$ cat src/rtl/dsi_lp_rx.sv
// DSI data-lane LP escape-mode receiver: synchronizes and glitch-filters LP_p/LP_n,
// decodes spaced-one-hot escape traffic and delivers LPDT bytes until the stop state.
module dsi_lp_rx #(
   parameter int FILTER_LEN = 4,
   parameter int TIMEOUT    = 2048
) (
   input  logic       clk_sys,
   input  logic       rst_n,
   input  logic       lines_enable,
   input  logic       LP_p_input,
   input  logic       LP_n_input,
   output logic [7:0] rx_data,
   output logic       rx_valid,
   output logic       rx_active,
   output logic       rx_done,
   output logic       rx_error,
   output logic [1:0] err_code
);
   // state      | meaning
   // DISABLED   | lane off, waiting for lines_enable and LP-11
   // STOP       | idle LP-11, waiting for escape entry LP-10
   // ENT_10/00  | escape entry in progress
   // ENT_01     | escape entry, next LP-00 completes it
   // ENT_SPACE  | entry complete, first space of the command byte
   // CMD        | receiving the entry command byte
   // DATA       | LPDT, receiving data bytes
   // WAIT_STOP  | after an error, ignore the line until LP-11
   typedef enum logic [3:0] {
      S_DISABLED, S_STOP, S_ENT_10, S_ENT_00, S_ENT_01, S_ENT_SPACE, S_CMD, S_DATA, S_WAIT_STOP
   } state_t;

   localparam logic [1:0] LP11 = 2'b11;
   localparam logic [1:0] LP10 = 2'b10;
   localparam logic [1:0] LP01 = 2'b01;
   localparam logic [1:0] LP00 = 2'b00;
   localparam logic [7:0] CMD_LPDT = 8'b1110_0001;
   localparam int TW = ($clog2(TIMEOUT + 1) < 11) ? 11 : $clog2(TIMEOUT + 1);
   localparam logic [TW-1:0] TMO_RELOAD = TW'(TIMEOUT - 1);
   localparam logic [3:0] FLT_RELOAD = 4'(FILTER_LEN - 1);

   logic [1:0] meta_q, sync_q, cand_q, acc_q, acc_prev_q;
   logic [3:0] flt_cnt_q;

   always_ff @(posedge clk_sys or negedge rst_n) begin
      if (!rst_n) begin
         meta_q     <= LP11;
         sync_q     <= LP11;
         cand_q     <= LP11;
         acc_q      <= LP11;
         acc_prev_q <= LP11;
         flt_cnt_q  <= '0;
      end else begin
         meta_q     <= {LP_p_input, LP_n_input};
         sync_q     <= meta_q;
         acc_prev_q <= acc_q;
         // Down-counter restarts on every synchronized change; acceptance on terminal count.
         if (sync_q != cand_q) begin
            cand_q    <= sync_q;
            flt_cnt_q <= FLT_RELOAD;
            if (FLT_RELOAD == 4'd0) acc_q <= sync_q;
         end else if (flt_cnt_q != 4'd0) begin
            flt_cnt_q <= flt_cnt_q - 4'd1;
            if (flt_cnt_q == 4'd1) acc_q <= cand_q;
         end
      end
   end

   state_t        state_q, state_d;
   logic [2:0]    bit_cnt_q, bit_cnt_d;
   logic [7:0]    shift_q, shift_d, shifted;
   logic [1:0]    mark_q, mark_d;
   logic [TW-1:0] tmo_q, tmo_d;
   logic [7:0]    data_q, data_d;
   logic [1:0]    code_q, code_d, fire_code;
   logic          valid_q, valid_d, done_q, done_d, error_q, error_d, active_q;
   logic          chg, idle_st, fire_err, commit, bit_val;

   assign chg     = (acc_q != acc_prev_q);
   assign idle_st = (state_q == S_STOP) || (state_q == S_DISABLED) || (state_q == S_WAIT_STOP);
   assign shifted = {shift_q[6:0], bit_val};

   always_comb begin
      state_d   = state_q;
      bit_cnt_d = bit_cnt_q;
      shift_d   = shift_q;
      mark_d    = mark_q;
      data_d    = data_q;
      code_d    = code_q;
      valid_d   = 1'b0;
      done_d    = 1'b0;
      error_d   = 1'b0;
      fire_err  = 1'b0;
      fire_code = 2'd0;
      commit    = 1'b0;
      bit_val   = 1'b0;
      tmo_d     = (idle_st || chg) ? TMO_RELOAD : ((tmo_q != '0) ? tmo_q - 1'b1 : tmo_q);

      case (state_q)
         S_DISABLED:  if (lines_enable && acc_q == LP11) state_d = S_STOP;
         S_STOP:      if (chg && acc_q == LP10) state_d = S_ENT_10;
         S_ENT_10:    if (chg) begin
                         if (acc_q == LP00) state_d = S_ENT_00;
                         else fire_err = 1'b1;
                      end
         S_ENT_00:    if (chg) begin
                         if (acc_q == LP01) state_d = S_ENT_01;
                         else fire_err = 1'b1;
                      end
         S_ENT_01:    if (chg) begin
                         if (acc_q == LP00) begin
                            state_d   = S_ENT_SPACE;
                            bit_cnt_d = 3'd0;
                            mark_d    = LP00;
                         end else fire_err = 1'b1;
                      end
         S_ENT_SPACE, S_CMD, S_DATA: begin
            if (state_q == S_ENT_SPACE) state_d = S_CMD;
            if (chg) begin
               case (mark_q)
                  LP10: begin
                     if (acc_q == LP00) begin
                        commit  = 1'b1;
                        bit_val = 1'b1;
                     end else if (acc_q == LP11) begin
                        state_d = S_STOP;
                        mark_d  = LP00;
                        if (bit_cnt_q == 3'd0) done_d = 1'b1;
                        else begin
                           fire_err  = 1'b1;
                           fire_code = 2'd2;
                        end
                     end else fire_err = 1'b1;
                  end
                  LP01: begin
                     if (acc_q == LP00) commit = 1'b1;
                     else fire_err = 1'b1;
                  end
                  default: begin
                     if (acc_q == LP10 || acc_q == LP01) mark_d = acc_q;
                     else fire_err = 1'b1;
                  end
               endcase
            end else if (tmo_q == '0) begin
               fire_err  = 1'b1;
               fire_code = 2'd3;
            end
            if (commit) begin
               shift_d = shifted;
               mark_d  = LP00;
               if (bit_cnt_q == 3'd7) begin
                  bit_cnt_d = 3'd0;
                  if (state_q == S_DATA) begin
                     valid_d = 1'b1;
                     data_d  = shifted;
                  end else if (shifted == CMD_LPDT) state_d = S_DATA;
                  else begin
                     fire_err  = 1'b1;
                     fire_code = 2'd1;
                  end
               end else bit_cnt_d = bit_cnt_q + 3'd1;
            end
         end
         S_WAIT_STOP: if (acc_q == LP11) state_d = S_STOP;
         default:     state_d = S_DISABLED;
      endcase

      // Entry states can also stall on the line; they share the timeout.
      if (!chg && tmo_q == '0 && (state_q == S_ENT_10 || state_q == S_ENT_00 || state_q == S_ENT_01)) begin
         fire_err  = 1'b1;
         fire_code = 2'd3;
      end

      if (fire_err) begin
         error_d = 1'b1;
         code_d  = fire_code;
         valid_d = 1'b0;
         done_d  = 1'b0;
         data_d  = data_q;
         mark_d  = LP00;
         state_d = (acc_q == LP11) ? S_STOP : S_WAIT_STOP;
      end

      if (!lines_enable) begin
         state_d   = S_DISABLED;
         valid_d   = 1'b0;
         done_d    = 1'b0;
         error_d   = 1'b0;
         data_d    = data_q;
         code_d    = code_q;
         bit_cnt_d = 3'd0;
         shift_d   = 8'd0;
         mark_d    = LP00;
      end
   end

   always_ff @(posedge clk_sys or negedge rst_n) begin
      if (!rst_n) begin
         state_q   <= S_DISABLED;
         bit_cnt_q <= 3'd0;
         shift_q   <= 8'd0;
         mark_q    <= LP00;
         tmo_q     <= TMO_RELOAD;
         data_q    <= 8'd0;
         code_q    <= 2'd0;
         valid_q   <= 1'b0;
         done_q    <= 1'b0;
         error_q   <= 1'b0;
         active_q  <= 1'b0;
      end else begin
         state_q   <= state_d;
         bit_cnt_q <= bit_cnt_d;
         shift_q   <= shift_d;
         mark_q    <= mark_d;
         tmo_q     <= tmo_d;
         data_q    <= data_d;
         code_q    <= code_d;
         valid_q   <= valid_d;
         done_q    <= done_d;
         error_q   <= error_d;
         active_q  <= (state_q != S_STOP) && (state_q != S_DISABLED);
      end
   end

   assign rx_data   = data_q;
   assign rx_valid  = valid_q;
   assign rx_done   = done_q;
   assign rx_error  = error_q;
   assign err_code  = code_q;
   assign rx_active = active_q;
endmodule

$ cat config.mk
export PLATFORM = sky130hd
export DESIGN_NAME = dsi_lp_rx
export DESIGN_NICKNAME = d
export VERILOG_FILES = /design/src/rtl/dsi_lp_rx.sv
export SDC_FILE = /design/constraint.sdc
export NUM_CORES = 1
export LEC_CHECK = 0
export ABC_AREA = 1
export ABC_CLOCK_PERIOD_IN_PS = 3300
export CORE_MARGIN = 8
export CORE_UTILIZATION = 60
export DETAILED_ROUTE_END_ITERATION = 8
export PLACE_DENSITY_LB_ADDON = 0.25
export SLEW_MARGIN = 20
export SYNTH_ARGS = -nofsm -noshare
export SYNTH_HDL_FRONTEND = slang
export SYNTH_SLANG_ARGS = --single-unit
export TNS_END_PERCENT = 50
$ cat constraint.sdc
create_clock -name clk_sys -period 3.3 [get_ports clk_sys]
set_clock_uncertainty 0.1 [all_clocks]
set_input_delay 0.66 -clock clk_sys [delete_from_list [all_inputs] [get_ports clk_sys]]
set_output_delay 0.66 -clock clk_sys [all_outputs]
set_load 0.1 [all_outputs]
==> impl_metrics.yaml, run 1 <==
logic_synthesis:
  synth-edff-count: 0
  netlist_instances: 378
  synthesis.area_um2: 3047
  synth_top_cell_area_share_pct: 28.75
  synthesis.nets: 397
  ys_seq_elements: 56
  yosys_warnings: 0
  synthDistinctLibCells: 34
  top_cells_by_area_synth: "sky130_fd_sc_hd__dfrtp_1 (29%), sky130_fd_sc_hd__dfstp_2 (18%), sky130_fd_sc_hd__nand2_1 (10%), sky130_fd_sc_hd__inv_1 (6.8%), sky130_fd_sc_hd__ha_1 (5.7%)"
  async_reset_ff_share_pct: 100.0
  yosys_most_used_dff: "sky130_fd_sc_hd__dfrtp_1"
  synth-seq-area-share_pct: 46.86
  post_synth.cell_area_avg_um2: 8.060
  synth_top_cell_by_area: "sky130_fd_sc_hd__dfrtp_1"
clock_network:
  clock_tree.root_cell: "sky130_fd_sc_hd__clkbuf_8"
  cts_num_sinks: 56
  clock_tree.htree_level_count: 2
  cts_setup_buffers: 0
  cts_hold_repair.buffers: 0
  clockBufferDepth: 2
  worstSkewPairLatency_ns: 0.31
  cts.clk_slew.worst_paths_ns: 0.10
  numCtsBuffers: 5
  post_cts_repair_resize_count: 0
  tritoncts_clock_tree: "yes"
layout:
  multiInputGateArea_um2: 1351
  nFillCells: 426
  area.sequential_um2: 1428
  fraction_of_final_layout_cells_sized_beyond_drive_strength_1_pct: 18.95
  antenna-diode-count: 0
  finalNetCount: 419
  layout.core_utilization_pct: 67.53
  area_growth_pct: 11.05
global_routing:
  overflow: 0
  grt_max_degree: 48
  antenna_violations_before_repair: 0
  globalRouteTotalUtil_pct: 17.81
  first_global_vias: 2503
  grt_pass1_wl_um: 11010
sta:
  timing.final.max_slew_violations: 0
  worst_case_headroom_to_the_max_slew_limit_pct: 62.50
  final_hold_viol_count: 0
  max_freq_mhz: 423.0
  post-route-min-period_ns: 2.364
  setup_violations: 0
  post-route-period-util_pct: 71.64
  finalHoldWorstSlack_ns: 0.2365
  worstMarginPinSlew_ns: 0.5625
  fin_setup_tns_ns: 0
  rsz0062_at_grt: "false"
route:
  routed_via_density: 5.227
  wirelength_um: 6009
  vias: 2462
  detail-route-antenna-nets: 0
  detail_route.first_pass.iterations: 4
  total_drc_errors_in_the_routed_layout: 0
  drt_first_iter_violations: 145
  post_drt_wl_per_cell_um: 12.76
worst_setup_path:
  critical_path.startpoint_type: "primary input"
  critPathCaptureType: "flop"
  rr_startpoint: "acc_q[0]"
  critical_path_peak_fanout: 8
  worstPathRequired_ns: 3.42
  crit_type: "primary input to flop"
  critPathLaunch: "lines_enable"
  worst-endpoint-arrival_ns: 2.48
floorplan:
  effective_utilization_at_floorplan_pct: 60.81
  floorplan.die_area_um2: 7614
  pin_count: 19
  die_w_um: 87.26
  die_y_um: 87.26
  number_of_cell_rows: 26
  core_region_area_um2: 5010
status:
  run_status: "finished, final reports clean"
placement:
  place.detailed.hpwl_um: 4655
  globalplace.congestion: 0.8805
  numPortBuffers: 18
power_and_ir_drop:
  leakagePower_nw: 1.608
  power_per_cell_area_nw_per_um2: 611.8
  largest_voltage_drop_on_the_vdd_net_mv: 0.3326
worst_hold_path:
  min-delay-path-class: "primary input to async pin"
run:
  maxCapViolCount: 0
-- critical path, stage by stage --
cell and delay [ns]:
sky130_fd_sc_hd__clkdlybuf4s50_1 0.67, sky130_fd_sc_hd__inv_1 0.18, sky130_fd_sc_hd__nor2_1 0.16, sky130_fd_sc_hd__inv_1 0.07
sky130_fd_sc_hd__nand2_1 0.09, sky130_fd_sc_hd__nand2_1 0.05, sky130_fd_sc_hd__nand2_1 0.07, sky130_fd_sc_hd__inv_1 0.04
sky130_fd_sc_hd__nand2_1 0.09, sky130_fd_sc_hd__nand3_2 0.15, sky130_fd_sc_hd__o22ai_1 0.24
-- final cells by class --
type | count | share of cell area, %
Inverter | 65 | 7.212
Multi-Input combinational cell | 252 | 39.94
Clock inverter | 3 | 1.368
Clock buffer | 5 | 2.034
Sequential cell | 56 | 42.20
Timing Repair Buffer | 20 | 4.660
Tap cell | 70 | 2.589
-- cells by family (layout without fill, tap and decap cells) --
kind of cell | Yosys count | in the layout | synth area share (%)
and+or+nand+nor | 177 | 177 | 26.65
buffers and inverters | 70 | 93 | 8.789
DFF | 56 | 56 | 46.86
AOI/OAI and AO/OA | 55 | 55 | 10.23
adders and majority gates | 14 | 14 | 5.750
xor gates and xnor gates | 6 | 6 | 1.725
-- layer usage --
layer,global-route usage [%],share of wire [%]
met5,0,0
met1,21.65,44
met4,6.563,2.0
met3,4.057,5.6
met2,29.89,49
-- final timing paths --
kind                           endpoint  slack, ns  depth (start not counted)
hold reg to reg               sync_q[0]       0.26                          0
hold / removal             flt_cnt_q[0]       0.24                          1
max in group asynchronous      tmo_q[9]       2.28                          2
setup / recovery             state_q[3]       0.94                         11
setup reg to reg             state_q[0]       1.08                         13
min in group clk_sys          sync_q[0]       0.26                          0
-- layout by cell type (no fill, tap or decap), types with 3 or more instances in the layout --
cell / count
sky130_fd_sc_hd__ha_1: 14
sky130_fd_sc_hd__inv_1: 55
sky130_fd_sc_hd__dfstp_2: 21
sky130_fd_sc_hd__o21ai_0: 20
sky130_fd_sc_hd__o21ai_1: 4
sky130_fd_sc_hd__nor2_1: 37
sky130_fd_sc_hd__nand2_1: 82
sky130_fd_sc_hd__dfrtp_1: 35
sky130_fd_sc_hd__nand3_1: 25
sky130_fd_sc_hd__clkdlybuf4s50_1: 3
sky130_fd_sc_hd__o22ai_1: 8
sky130_fd_sc_hd__a31oi_1: 3
sky130_fd_sc_hd__nand2_2: 3
sky130_fd_sc_hd__inv_2: 10
sky130_fd_sc_hd__xnor2_1: 4
sky130_fd_sc_hd__nand4_1: 7
sky130_fd_sc_hd__nor3_1: 7
sky130_fd_sc_hd__clkbuf_8: 5
sky130_fd_sc_hd__nor2_2: 6
sky130_fd_sc_hd__nor2_4: 3
sky130_fd_sc_hd__a21oi_1: 12
sky130_fd_sc_hd__buf_4: 17
-- through the flow --
stage / instance area, µm² / cells / worst slack (ns) / total power, W
2_1_floorplan: 3047 / 378 / 1.440 / 0.001447
3_3_place_gp: 3266 / 463 / 0.7979 / 0.001602
3_5_place_dp: 3266 / 463 / 0.6928 / 0.001612
4_1_cts: 3381 / 471 / 1.023 / 0.002074
5_1_grt: 3383 / 471 / 0.7983 / 0.002223
6_report: 3383 / 471 / 0.9360 / 0.002070
-- flip-flops by register name, indices dropped and copies added (netlist names), 3 cells and up --
register / cells
bit_cnt_q: 3
flt_cnt_q: 4
tmo_q: 12
rx_data: 8
state_q: 4
shift_q: 7
-- cells in the mapped netlist (all sizes together) (2+ instances only) --
cell type	instances
dfrtp	35
o211ai	2
nand3	27
nand4	7
nor2	46
clkbuf	4
ha	14
xor2	2
a21oi	14
inv	65
dfstp	21
a31oi	3
o22ai	8
o21ai	24
nor3	9
xnor2	4
nand2	86
a22oi	2
-- power by group --
| part | internal (W) | switching, W |
|---|---|---|
| Combinational | 0.000227 | 0.000534 |
| Clock | 0.000230 | 0.000223 |
| Sequential | 0.000778 | 0.0000773 |
Note: power is estimated with default switching activity, not from simulation.
==> run 2: changes to the inputs <==
--- a/config.mk
+++ b/config.mk
@@ -6,9 +6,9 @@
 export NUM_CORES = 1
 export LEC_CHECK = 0
 export ABC_AREA = 1
-export ABC_CLOCK_PERIOD_IN_PS = 3300
+export ABC_CLOCK_PERIOD_IN_PS = 2440
 export CORE_MARGIN = 8
-export CORE_UTILIZATION = 60
+export CORE_UTILIZATION = 59
 export DETAILED_ROUTE_END_ITERATION = 8
 export PLACE_DENSITY_LB_ADDON = 0.25
 export SLEW_MARGIN = 20
==> constraint.sdc (replaced) <==
create_clock -name clk_sys -period 2.44 [get_ports clk_sys]
set_clock_uncertainty 0.1 [all_clocks]
set_input_delay 0.488 -clock clk_sys [delete_from_list [all_inputs] [get_ports clk_sys]]
set_output_delay 0.488 -clock clk_sys [all_outputs]
set_load 0.1 [all_outputs]
==> run 2 against run 1 <==
  * Via count rose by 1.6%
  * Register-to-register slack got worse by 0.79 ns
  * Clock power rose by 13%
  * Power rose by 30%
  * Utilization fell by 0.81 points
  * Critical path depth fell by 2
  * Largest power group unchanged
  * Highest routed layer unchanged
==> impl_metrics.yaml, run 2 (synthesis results as in run 1) <==
floorplan:
  die_y_um: 87.86
  effective_utilization_at_floorplan_pct: 60.42
  floorplan.die_area_um2: 7719
  die_w_um: 87.86
  number_of_cell_rows: 26
  pin_count: 19
  core_region_area_um2: 5042
sta:
  rsz0062_at_grt: "false"
  timing.final.max_slew_violations: 0
  max_freq_mhz: 465.2
  setup_violations: 0
  final_hold_viol_count: 0
  post-route-min-period_ns: 2.149
  post-route-period-util_pct: 88.09
  worst_case_headroom_to_the_max_slew_limit_pct: 66.27
  fin_setup_tns_ns: 0
  finalHoldWorstSlack_ns: 0.02451
  worstMarginPinSlew_ns: 0.5059
worst_setup_path:
  worst-endpoint-arrival_ns: 2.23
  r2r-end: "rx_data[4]"
  cells_along_the_critical_path: "inv_2, nand2_1, nand2_1, nand2_2, nand3_1, inv_1, nand3_1, nand2_1, o21ai_0"
  reg2reg_setup_slack_ns: 0.29
  timing.reg2reg.worst_path_depth: 9
  timing.critical_path.slowest_cell_delay_ns: 0.60
  cp_common_cell: "sky130_fd_sc_hd__nand2_1"
  crit_type: "flop to flop"
  critical_path_peak_fanout: 16
  rr_startpoint: "acc_q[0]"
  timing.critical_path.slowest_stage_cell: "sky130_fd_sc_hd__dfstp_2"
  critPathCaptureType: "flop"
  worstPathRequired_ns: 2.52
  critical_path.startpoint_type: "flop"
clock_network:
  cts.clk_slew.worst_paths_ns: 0.10
  cts_hold_repair.buffers: 0
  numCtsBuffers: 5
  post_cts_repair_resize_count: 0
  clockBufferDepth: 2
  clock_tree.htree_level_count: 2
  cts_num_sinks: 56
  cts_setup_buffers: 0
  worstSkewPairLatency_ns: 0.31
  tritoncts_clock_tree: "yes"
  clock_tree.root_cell: "sky130_fd_sc_hd__clkbuf_8"
global_routing:
  overflow: 0
  grt_max_degree: 25
  globalRouteTotalUtil_pct: 17.62
  grt_pass1_wl_um: 10700
  first_global_vias: 2429
  antenna_violations_before_repair: 0
status:
  run_status: "finished, final reports clean"
route:
  wirelength_um: 6079
  total_drc_errors_in_the_routed_layout: 0
  routed_via_density: 5.301
  post_drt_wl_per_cell_um: 12.88
  detail_route.first_pass.iterations: 6
  drt_first_iter_violations: 150
  detail-route-antenna-nets: 0
  vias: 2502
power_and_ir_drop:
  leakagePower_nw: 1.601
  largest_voltage_drop_on_the_vdd_net_mv: 0.4110
  power_per_cell_area_nw_per_um2: 797.4
  report.power.total_w: 0.002683
layout:
  layoutNonFillerInstCount: 472
  finalNetCount: 420
  largest_register_ff_count: 12
  mostFrequentLayoutCell: "sky130_fd_sc_hd__nand2_1"
  largest_register: "tmo_q"
  antenna-diode-count: 0
  area_growth_pct: 10.43
  layout.cells.most_common_list: "sky130_fd_sc_hd__nand2_1 (82), sky130_fd_sc_hd__inv_1 (55), sky130_fd_sc_hd__nor2_1 (37)"
  fraction_of_final_layout_cells_sized_beyond_drive_strength_1_pct: 19.15
worst_hold_path:
  min-delay-path-class: "primary input to async pin"
placement:
  place.detailed.hpwl_um: 4758
  globalplace.congestion: 0.9217
  numPortBuffers: 18
  place.detailed.instances: 464
run:
  maxCapViolCount: 0
run 2: cell count changes in the layout (fill, tap and decap cells not counted), sizes merged:
| cell | previous run | this run |
|---|---|---|
| clkinv | 1 | 2 |
| bufinv | 1 | 0 |
| buf | 17 | 18 |
run 2: layout make-up:
| class | count | area (µm²) |
|---|---|---|
| fillers | 413 | 1678 |
| flip-flops and latches | 56 | 1428 |
| inverters | 65 | 244.0 |
| multi-input cells | 252 | 1351 |
| clock inverters | 3 | 22.52 |
| repair buffers | 21 | 162.7 |
| well taps | 70 | 87.58 |
| clock buffers | 5 | 68.82 |
run 2: worst max-delay path by stage:
stage            startpoint         end  slack [ns]
3_5_place_dp   lines_enable  state_q[0]        0.25
5_1_grt            acc_q[0]  rx_data[7]        0.06
4_1_cts            acc_q[0]  rx_data[4]        0.29
3_3_place_gp   lines_enable  state_q[0]        0.24
6_report           acc_q[0]  rx_data[4]        0.29
2_1_floorplan      acc_q[0]  rx_data[6]        0.58
run 2: report_power, final:
part	total [W]	switching, W	leakage (nW)	internal (W)
registers	0.00115	0.000102	0.699	0.00105
clock network	0.000513	0.000307	0.0485	0.000206
logic	0.00102	0.000705	0.853	0.000310
total	0.00268	0.00111	1.60	0.00157
run 2: critical path, delay by kind of cell, from the launching register on:
kind	cells	cell delay, ns
AOI/OAI and AO/OA	1	0.11
DFF	1	0.60
and+or+nand+nor	6	1.03
buffers and inverters	2	0.17
run 2: routing by layer:
metal  GRT usage (%)  vias up  routed length [µm]
met5               0        -                   0
met4           7.813        0                 142
met3           3.752       15                 254
met2           29.89       58                2912
met1           20.86     1175                2769
li1                -     1254                   -
run 2: metrics by stage:
| step | setup slack, ns | util [%] | area [µm²] |
|---|---|---|---|
| finish | 0.2905 | 66.72 | 3364 |
| global route | 0.05963 | 66.72 | 3364 |
| CTS | 0.2945 | 66.72 | 3364 |
| detailed placement | 0.2539 | 64.91 | 3273 |
| global placement | 0.2408 | 64.91 | 3273 |
| floorplan | 0.5803 | - | 3047 |
==> run 3: changes to the inputs <==
--- a/config.mk
+++ b/config.mk
@@ -10,7 +10,7 @@
 export CORE_MARGIN = 8
 export CORE_UTILIZATION = 59
 export DETAILED_ROUTE_END_ITERATION = 8
-export PLACE_DENSITY_LB_ADDON = 0.25
+export PLACE_DENSITY = 0.79
 export SLEW_MARGIN = 20
 export SYNTH_ARGS = -nofsm -noshare
 export SYNTH_HDL_FRONTEND = slang
==> run 3 against run 2 <==
  * Sequential cell count unchanged
  * Cell count down 0.21%
  * Count of clock-buffer cells in the layout up 1
  * Sequential power about the same
  * Utilization up 0.50 points
  * Design area up 0.74%
  * Power up 3.7%
  * Register-to-register slack about the same
  * Global-route usage down 0.17 points
  * First-iteration DRC count up 21%
  * Via count down 0.44%
  * Critical endpoint is now rx_data[2]
  * Largest power group unchanged
==> impl_metrics.yaml, run 3 (synthesis results as in run 1) <==
status:
  run_status: "finished, final reports clean"
clock_network:
  numCtsBuffers: 5
  clock_tree.htree_level_count: 2
  cts.clk_slew.worst_paths_ns: 0.10
  worstSkewPairLatency_ns: 0.31
  post_cts_repair_resize_count: 0
  tritoncts_clock_tree: "yes"
  cts_num_sinks: 56
  clock_tree.root_cell: "sky130_fd_sc_hd__clkbuf_8"
  cts_setup_buffers: 0
  clockBufferDepth: 2
  cts_hold_repair.buffers: 0
sta:
  fin_setup_tns_ns: 0
  rsz0062_at_grt: "false"
  final_hold_viol_count: 0
  post-route-period-util_pct: 88.19
  post-route-min-period_ns: 2.152
  max_freq_mhz: 464.7
  setup_violations: 0
  worstMarginPinSlew_ns: 0.5570
  worst_case_headroom_to_the_max_slew_limit_pct: 62.86
  timing.final.max_slew_violations: 0
route:
  detail_route.first_pass.iterations: 4
  drt_first_iter_violations: 182
  wirelength_um: 5972
  detail-route-antenna-nets: 0
  post_drt_wl_per_cell_um: 12.68
  total_drc_errors_in_the_routed_layout: 0
  vias: 2491
  routed_via_density: 5.289
layout:
  area_growth_pct: 11.25
  nFillCells: 420
  mostFrequentLayoutCell: "sky130_fd_sc_hd__nand2_1"
  area.sequential_um2: 1428
  layoutNonFillerInstCount: 471
  layout.core_utilization_pct: 67.22
  fraction_of_final_layout_cells_sized_beyond_drive_strength_1_pct: 18.70
  largest_register_ff_count: 12
  layout.cells.most_common_list: "sky130_fd_sc_hd__nand2_1 (82), sky130_fd_sc_hd__inv_1 (55), sky130_fd_sc_hd__nor2_1 (37)"
  finalNetCount: 419
  largest_register: "tmo_q"
  antenna-diode-count: 0
  multiInputGateArea_um2: 1351
worst_setup_path:
  cells_along_the_critical_path: "inv_1, ha_1, nor2_1, nand3_1, inv_1, nand3_1, nand2_1, o21ai_0"
  r2r-end: "rx_data[2]"
  critPathCaptureType: "flop"
  rr_startpoint: "mark_q[0]"
  path_delay_family: "simple AND/OR/NAND/NOR gates"
  critical_path.startpoint_type: "flop"
  timing.critical_path.slowest_cell_delay_ns: 0.39
  critical_path_peak_fanout: 16
  crit_type: "flop to flop"
  worstPathRequired_ns: 2.51
  timing.critical_path.slowest_stage_cell: "sky130_fd_sc_hd__dfrtp_1"
  timing.reg2reg.worst_path_depth: 8
  reg2reg_setup_slack_ns: 0.29
  buf_inv_on_cp: 2
  worst-endpoint-arrival_ns: 2.23
floorplan:
  pin_count: 19
  number_of_cell_rows: 26
  core_region_area_um2: 5042
  die_y_um: 87.86
  effective_utilization_at_floorplan_pct: 60.42
  die_w_um: 87.86
  floorplan.die_area_um2: 7719
power_and_ir_drop:
  power_per_cell_area_nw_per_um2: 820.6
  largest_voltage_drop_on_the_vdd_net_mv: 0.4085
  leakagePower_nw: 1.608
global_routing:
  antenna_violations_before_repair: 0
  grt_pass1_wl_um: 10790
  first_global_vias: 2484
  grt_max_degree: 32
  overflow: 0
  globalRouteTotalUtil_pct: 17.44
placement:
  place.detailed.hpwl_um: 4680
  place.detailed.instances: 463
  globalplace.congestion: 0.9293
  numPortBuffers: 18
run:
  maxCapViolCount: 0
worst_hold_path:
  min-delay-path-class: "primary input to async pin"
-- run 3: per-stage QoR --
stage | setup slack, ns | total power [W] | hold WS (ns) | instance area (µm²)
final | 0.2882 | 0.002782 | 0.06579 | 3390
after detailed placement | 0.2788 | 0.002177 | 0.2469 | 3278
after floorplan | 0.5803 | 0.001957 | 0.09241 | 3047
after global placement | 0.3236 | 0.002164 | 0.2459 | 3278
after global routing | 0.008932 | 0.002999 | 0.1122 | 3390
after CTS | 0.2870 | 0.002793 | 0.07931 | 3390
-- run 3: power by group --
part	internal (W)	total, W	switching [W]
clock network	0.000310	0.000605	0.000295
logic	0.000309	0.00102	0.000709
registers	0.00105	0.00116	0.000105
-- run 3: worst register-to-register path: stages, from the launching register on --
cell,delay [ns]
sky130_fd_sc_hd__dfrtp_1,0.39
sky130_fd_sc_hd__inv_1,0.06
sky130_fd_sc_hd__ha_1,0.33
sky130_fd_sc_hd__nor2_1,0.26
sky130_fd_sc_hd__nand3_1,0.14
sky130_fd_sc_hd__inv_1,0.11
sky130_fd_sc_hd__nand3_1,0.36
sky130_fd_sc_hd__nand2_1,0.18
sky130_fd_sc_hd__o21ai_0,0.10
-- run 3: per-layer routing --
metal | wire length, µm | part of all wire [%] | track usage [%]
met4 | 74 | 1.2 | 5.781
met2 | 3050 | 51 | 30.57
met5 | 0 | 0 | 0
met3 | 299 | 5.0 | 3.471
met1 | 2548 | 43 | 20.70
-- run 3: layout make-up --
cell class	instances	share of cell area, %
inverter	65	7.198
timing repair buffer	20	4.946
tap	70	2.584
multi-input combinational	252	39.87
clock buffer	6	2.141
clock inverter	2	1.144
sequential	56	42.12
-- run 3: how the worst max path moves through the flow --
stage,start,end,cells after the start
CTS,acc_q[1],rx_data[2],9
floorplan,acc_q[0],rx_data[6],10
global route,acc_q[0],rx_data[7],8
detailed placement,lines_enable,state_q[0],12
global placement,lines_enable,state_q[1],12
finish,mark_q[0],rx_data[2],8
==> variant 1: new RTL, flow settings as in run 3 <==
`TIMEOUT`: 2048 -> 512.
--- a/src/rtl/dsi_lp_rx.sv
+++ b/src/rtl/dsi_lp_rx.sv
@@ -2,7 +2,7 @@
 // decodes spaced-one-hot escape traffic and delivers LPDT bytes until the stop state.
 module dsi_lp_rx #(
    parameter int FILTER_LEN = 4,
-   parameter int TIMEOUT    = 2048
+   parameter int TIMEOUT    = 512
 ) (
    input  logic       clk_sys,
    input  logic       rst_n,
Formal check against the unedited RTL: no difference found for any inputs over 10 cycles, from zero or initial values and one cycle with rst_n low; that may be too few to reach the edited logic, so the function may still have changed.
==> variant 1 against run 3 <==
Core utilization increased by 1.2 points. Wire length is 2.4% lower. Final area fell by 4.0%. Synthesized area is 4.2% lower. Highest routed layer unchanged. Worst setup slack worse by 0.019 ns. Fmax fell by 0.87%. Sequential cell count is 1 lower. Total power down 4.8%. Critical path depth up 3.
==> variant 1: results (changes against run 3) <==
Routing
  • DRC Markers: 0 (unchanged)
  • Routed wire length: 5.83 mm (was 5.97 mm)
  • Starting DRT DRC Count: 153 (was 182)
  • DR vias/cell: 5.25 (was 5.29)

Final layout
  • Largest Register: tmo_q (unchanged)
  • Net total in the final layout: 396 (was 419)
  • Share of cells above drive strength 1: 19.6% (was 18.7%)
  • Antenna cell count: 0 (unchanged)
  • FILL cells: 392 (was 420)
  • Max FFs per register: 11 (was 12)

Critical path
  • Max FO, Critical Path: 6 (was 16)
  • Worst-path cell with the longest stage delay: dfstp_2 (was dfrtp_1)
  • Worst r2r path cells: 11 (was 8)
  • Reg2Reg Setup Slack: 0.27 ns (was 0.29 ns)
  • Crit-path max cell delay: 0.61 ns (was 0.39 ns)
  • R2R Path End: state_q[0] (was rx_data[2])
  • Crit path DAT: 2.27 ns (was 2.23 ns)
  • FF-to-FF Start: acc_q[0] (was mark_q[0])
  • WS Path Type: flip-flop to flip-flop (unchanged)

Power
  • Worst VDD drop: 0.487 mV (was 0.409 mV)
  • Switching portion of total power: 39.7% (was 39.9%)
  • Static Leak: 1.63 nW (was 1.61 nW)

GRT
  • Pin count of the biggest net entering global routing: 23 (was 32)
  • Initial antenna violation count: 0 (unchanged)
  • First-pass GRT wire length: 10.4 mm (was 10.8 mm)
  • GRT Overall Usage: 17.2% (was 17.4%)
  • Vias in the first global route: 2316 (was 2484)

Placed design
  • Port buffer count: 18 (unchanged)
  • Gpl congestion: 0.979 (was 0.929)
  • DP HPWL: 4.55 mm (was 4.68 mm)

Clocking
  • Postcts setup bufs: 0 (unchanged)
  • CTS H-tree depth: 2 (unchanged)
  • Worst-path clk slew: 0.09 ns
  • Resize count post-CTS: 0 (unchanged)
  • Root buffer cell: clkbuf_8 (unchanged)

Min path
  • Worst Hold Class: input pin to asynchronous set/reset pin (unchanged)

Synthesis
  • Mapped Nets: 371 (was 397)
  • List of most frequent post-synthesis cells: 74 x nand2_1, 47 x inv_1, 37 x nor2_1 (was 82 x nand2_1, 55 x inv_1, 37 x nor2_1)
  • FFs w/ async S/R, synth: 100% (unchanged)
  • Netlist cell types: 30 (was 34)
  • Post-synthesis sequential area ratio: 48.0% (was 46.9%)
  • Top cells by area, synth: dfrtp_1 31%, dfstp_2 17%, nand2_1 9.5% (was dfrtp_1 29%, dfstp_2 18%, nand2_1 10%)

Timing
  • Worst slew pin tran: 0.473 ns (was 0.557 ns)

Outcome
  • Status: finished clean (unchanged)
## variant 1: stage by stage
stage                     hold slack (ns)  util, %  setup WS, ns  area, um2  instances
after floorplan                    0.0924        -         0.488       2920        352
after global placement              0.246     66.3         0.335       3150        437
after detailed placement            0.251     66.3         0.296       3150        437
after CTS                          0.0361     68.4         0.277       3250        445
after global routing               0.0586     68.4         0.102       3250        445
final                              0.0159     68.4         0.269       3250        445
## variant 1: power groups by stage
stage	registers (mW)	clock network [mW]	logic (mW)
3_5_place_dp	1.16	0	0.949
4_1_cts	1.14	0.549	0.954
6_report	1.15	0.539	0.963
2_1_floorplan	1.20	0	0.676
5_1_grt	1.16	0.588	1.09
3_3_place_gp	1.15	0	0.923
## variant 1: how the worst max path moves through the flow
stage | to | cells after the start
2_1_floorplan | err_code[0] | 11
3_3_place_gp | state_q[2] | 11
3_5_place_dp | state_q[0] | 11
4_1_cts | state_q[0] | 11
5_1_grt | state_q[1] | 12
6_report | state_q[0] | 11
## variant 1: area by class of cell
cell class	count	area share, %
sequential	55	43.0
multi-input combinational	239	39.7
inverter	53	6.12
timing repair buffer	23	5.46
clock buffer	8	3.08
tap	67	2.58
## variant 1: critical path, delay by kind of cell, from the launching register on
family        cells  cell delay, ns
buf+inv           2            0.14
simple gates      8            0.90
flops             1            0.61
fa+ha+maj         1            0.32
## variant 1: metal layers
layer | track usage, % | vias to the layer above | part of all wire, %
met4 | 5.01 | 0 | 1.5
met1 | 20.9 | 1086 | 46
met3 | 3.88 | 10 | 4.8
met2 | 29.5 | 51 | 48
li1 | - | 1188 | -
met5 | 0 | - | 0
## variant 1: logic make-up after synthesis
group	after synthesis	synth area share, %
AO/OA/AOI/OAI	57	11.5
AND/OR/NAND/NOR	163	25.2
buffers and inverters	58	7.76
flip-flops	55	48.0
adder cells (fa/ha/maj)	14	6.00
XOR/XNOR	5	1.50
==> variant 2: new RTL, config.mk and constraints of run 3 <==
Made on the original files. The 9 states of `state_t` get a Gray code encoding in 4 bits.
--- a/src/rtl/dsi_lp_rx.sv
+++ b/src/rtl/dsi_lp_rx.sv
@@ -26,7 +26,7 @@
    // DATA       | LPDT, receiving data bytes
    // WAIT_STOP  | after an error, ignore the line until LP-11
    typedef enum logic [3:0] {
-      S_DISABLED, S_STOP, S_ENT_10, S_ENT_00, S_ENT_01, S_ENT_SPACE, S_CMD, S_DATA, S_WAIT_STOP
+      S_DISABLED = 4'b0000, S_STOP = 4'b0001, S_ENT_10 = 4'b0011, S_ENT_00 = 4'b0010, S_ENT_01 = 4'b0110, S_ENT_SPACE = 4'b0111, S_CMD = 4'b0101, S_DATA = 4'b0100, S_WAIT_STOP = 4'b1100
    } state_t;
 
    localparam logic [1:0] LP11 = 2'b11;
Function: no difference found for any inputs over 10 cycles, from zero or initial values and one cycle with rst_n low; not proved beyond that.
==> variant 2 against run 3 <==
Clock power down 14%. Final area shrank 1.7%. Hold slack gained 0.013 ns. Critical path depth increased by 6. Total power shrank 1.2%. Worst setup slack got worse by 0.10 ns. Synthesized area down 2.5%. Wire length down 2.8%. Count of clock-buffer cells in the layout stayed put. Sequential cell count unchanged. Global-route usage down 0.69 points. Critical path type unchanged. Critical endpoint is now rx_data[7]. Largest cell class unchanged. Highest routed layer unchanged.
==> variant 2: results (changes against run 3) <==
Placed design
  • Pre-CTS setup slack: 0.135 ns (was 0.279 ns)
  • DP Area: 3220 um2 (was 3280 um2)
  • DP HPWL: 4.43 mm (was 4.68 mm)
  • Gpl congestion: 0.903 (was 0.929)
  • Placed cells: 443 (was 463)
  • Port buffer count: 18 (unchanged)

Power
  • Switching portion of total power: 41.5% (was 39.9%)
  • Worst VDD drop: 0.600 mV (was 0.409 mV)
  • Static Leak: 1.60 nW (was 1.61 nW)

Final layout
  • Max FFs per register: 12 (unchanged)
  • Antenna cell count: 0 (unchanged)
  • Share of cells above drive strength 1: 20.2% (was 18.7%)
  • Net total in the final layout: 399 (was 419)
  • Largest Register: tmo_q (unchanged)
  • Fin cells: 451 (was 471)

Clocking
  • TritonCTS Buffers: 5 (unchanged)
  • Root buffer cell: clkbuf_8 (unchanged)
  • Worst-path clk slew: 0.09 ns
  • CTS H-tree depth: 2 (unchanged)
  • Postcts setup bufs: 0 (unchanged)
  • Clk buf depth: 2 (unchanged)
  • Clk_lat worst skew: 0.30 ns
  • Resize count post-CTS: 0 (unchanged)

Critical path
  • Crit path DAT: 2.35 ns (was 2.23 ns)
  • Max FO, Critical Path: 17 (was 16)
  • Reg2Reg Setup Slack: 0.19 ns (was 0.29 ns)
  • Cell family with most CP delay: simple AND/OR/NAND/NOR gates (unchanged)
  • CP startpoint kind: flip-flop (unchanged)
  • Worst-path cell with the longest stage delay: dfstp_2 (was dfrtp_1)
  • FF-to-FF Start: acc_q[1] (was mark_q[0])
  • Crit-path max cell delay: 0.59 ns (was 0.39 ns)

Synthesis
  • Mapped Nets: 373 (was 397)
  • Synth warn: 0 (unchanged)
  • Top cells by area, synth: dfrtp_1 29%, dfstp_2 19%, nand2_1 9.6% (was dfrtp_1 29%, dfstp_2 18%, nand2_1 10%)
  • Post-synthesis sequential area ratio: 48.0% (was 46.9%)
  • Netlist cell types: 31 (was 34)
  • Synth Area per Inst: 8.39 um2 (was 8.06 um2)
  • Ys flop type: dfrtp_1 (unchanged)
  • List of most frequent post-synthesis cells: 76 x nand2_1, 47 x inv_1, 36 x nor2_1 (was 82 x nand2_1, 55 x inv_1, 37 x nor2_1)
  • FFs w/ async S/R, synth: 100% (unchanged)

Routing
  • DR vias/cell: 5.37 (was 5.29)
  • Starting DRT DRC Count: 156 (was 182)
  • Routed WL per cell: 12.9 um (was 12.7 um)
  • DR pass1 iterations: 5 (was 4)

GRT
  • Pin count of the biggest net entering global routing: 32 (unchanged)
  • Initial antenna violation count: 0 (unchanged)
  • First-pass GRT wire length: 10.2 mm (was 10.8 mm)
  • GRT Overall Usage: 16.8% (was 17.4%)
  • Vias in the first global route: 2320 (was 2484)

Timing
  • Hold slack: 0.0788 ns (was 0.0658 ns)
  • Final worst path period need: 2.25 ns (was 2.15 ns)
  • Worst slew pin tran: 0.587 ns (was 0.557 ns)

Outcome
  • Status: finished clean (unchanged)

Min path
  • Worst Hold Class: input pin to asynchronous set/reset pin (unchanged)
-- variant 2: cell types whose count changed in the layout (fill, tap and decap cells not counted), sizes merged, moves of 2 or more --
cell	change
o21ai	+3
xor2	-2
nand2	-3
nor2	-5
buf	+3
nor3	-5
inv	-14
-- variant 2: layer usage --
layer	vias up	global-route usage [%]	part of all wire [%]
met5	-	0	0
met3	13	4.25	5.0
li1	1207	-	-
met4	0	4.38	1.2
met1	1137	19.7	44
met2	65	29.5	50
-- variant 2: path summary, 6_finish.rpt --
kind	to	depth (start not counted)
max	rx_data[7]	14
min	tmo_q[11]	1
max reg2reg	rx_data[7]	14
min reg2reg	sync_q[1]	0
max in group asynchronous	tmo_q[4]	2
min in group clk_sys	sync_q[1]	0
-- variant 2: cell type report --
cell class,instances,area [um2]
Timing Repair Buffer,23,190
Fill cell,411,1650
Multi-Input combinational cell,243,1340
Clock buffer,6,82.6
Sequential cell,56,1430
Inverter,51,191
Tap cell,70,87.6
Clock inverter,2,13.8
-- variant 2: cells by family (layout without fill, tap and decap cells) --
family	count (synthesis)	count (layout)	share of synthesized area, %
XOR/XNOR	5	5	1.47
adder cells (fa/ha/maj)	14	14	5.89
buffers and inverters	55	82	7.33
AO/OA/AOI/OAI	58	58	11.9
flip-flops	56	56	48.0
AND/OR/NAND/NOR	166	166	25.4
-- variant 2: power groups by stage --
stage / clock network [mW] / registers [mW] / logic (mW)
floorplan: 0 / 1.24 / 0.709
global placement: 0 / 1.17 / 1.01
detailed placement: 0 / 1.18 / 1.01
CTS: 0.536 / 1.16 / 1.03
global route: 0.580 / 1.18 / 1.18
finish: 0.520 / 1.16 / 1.06
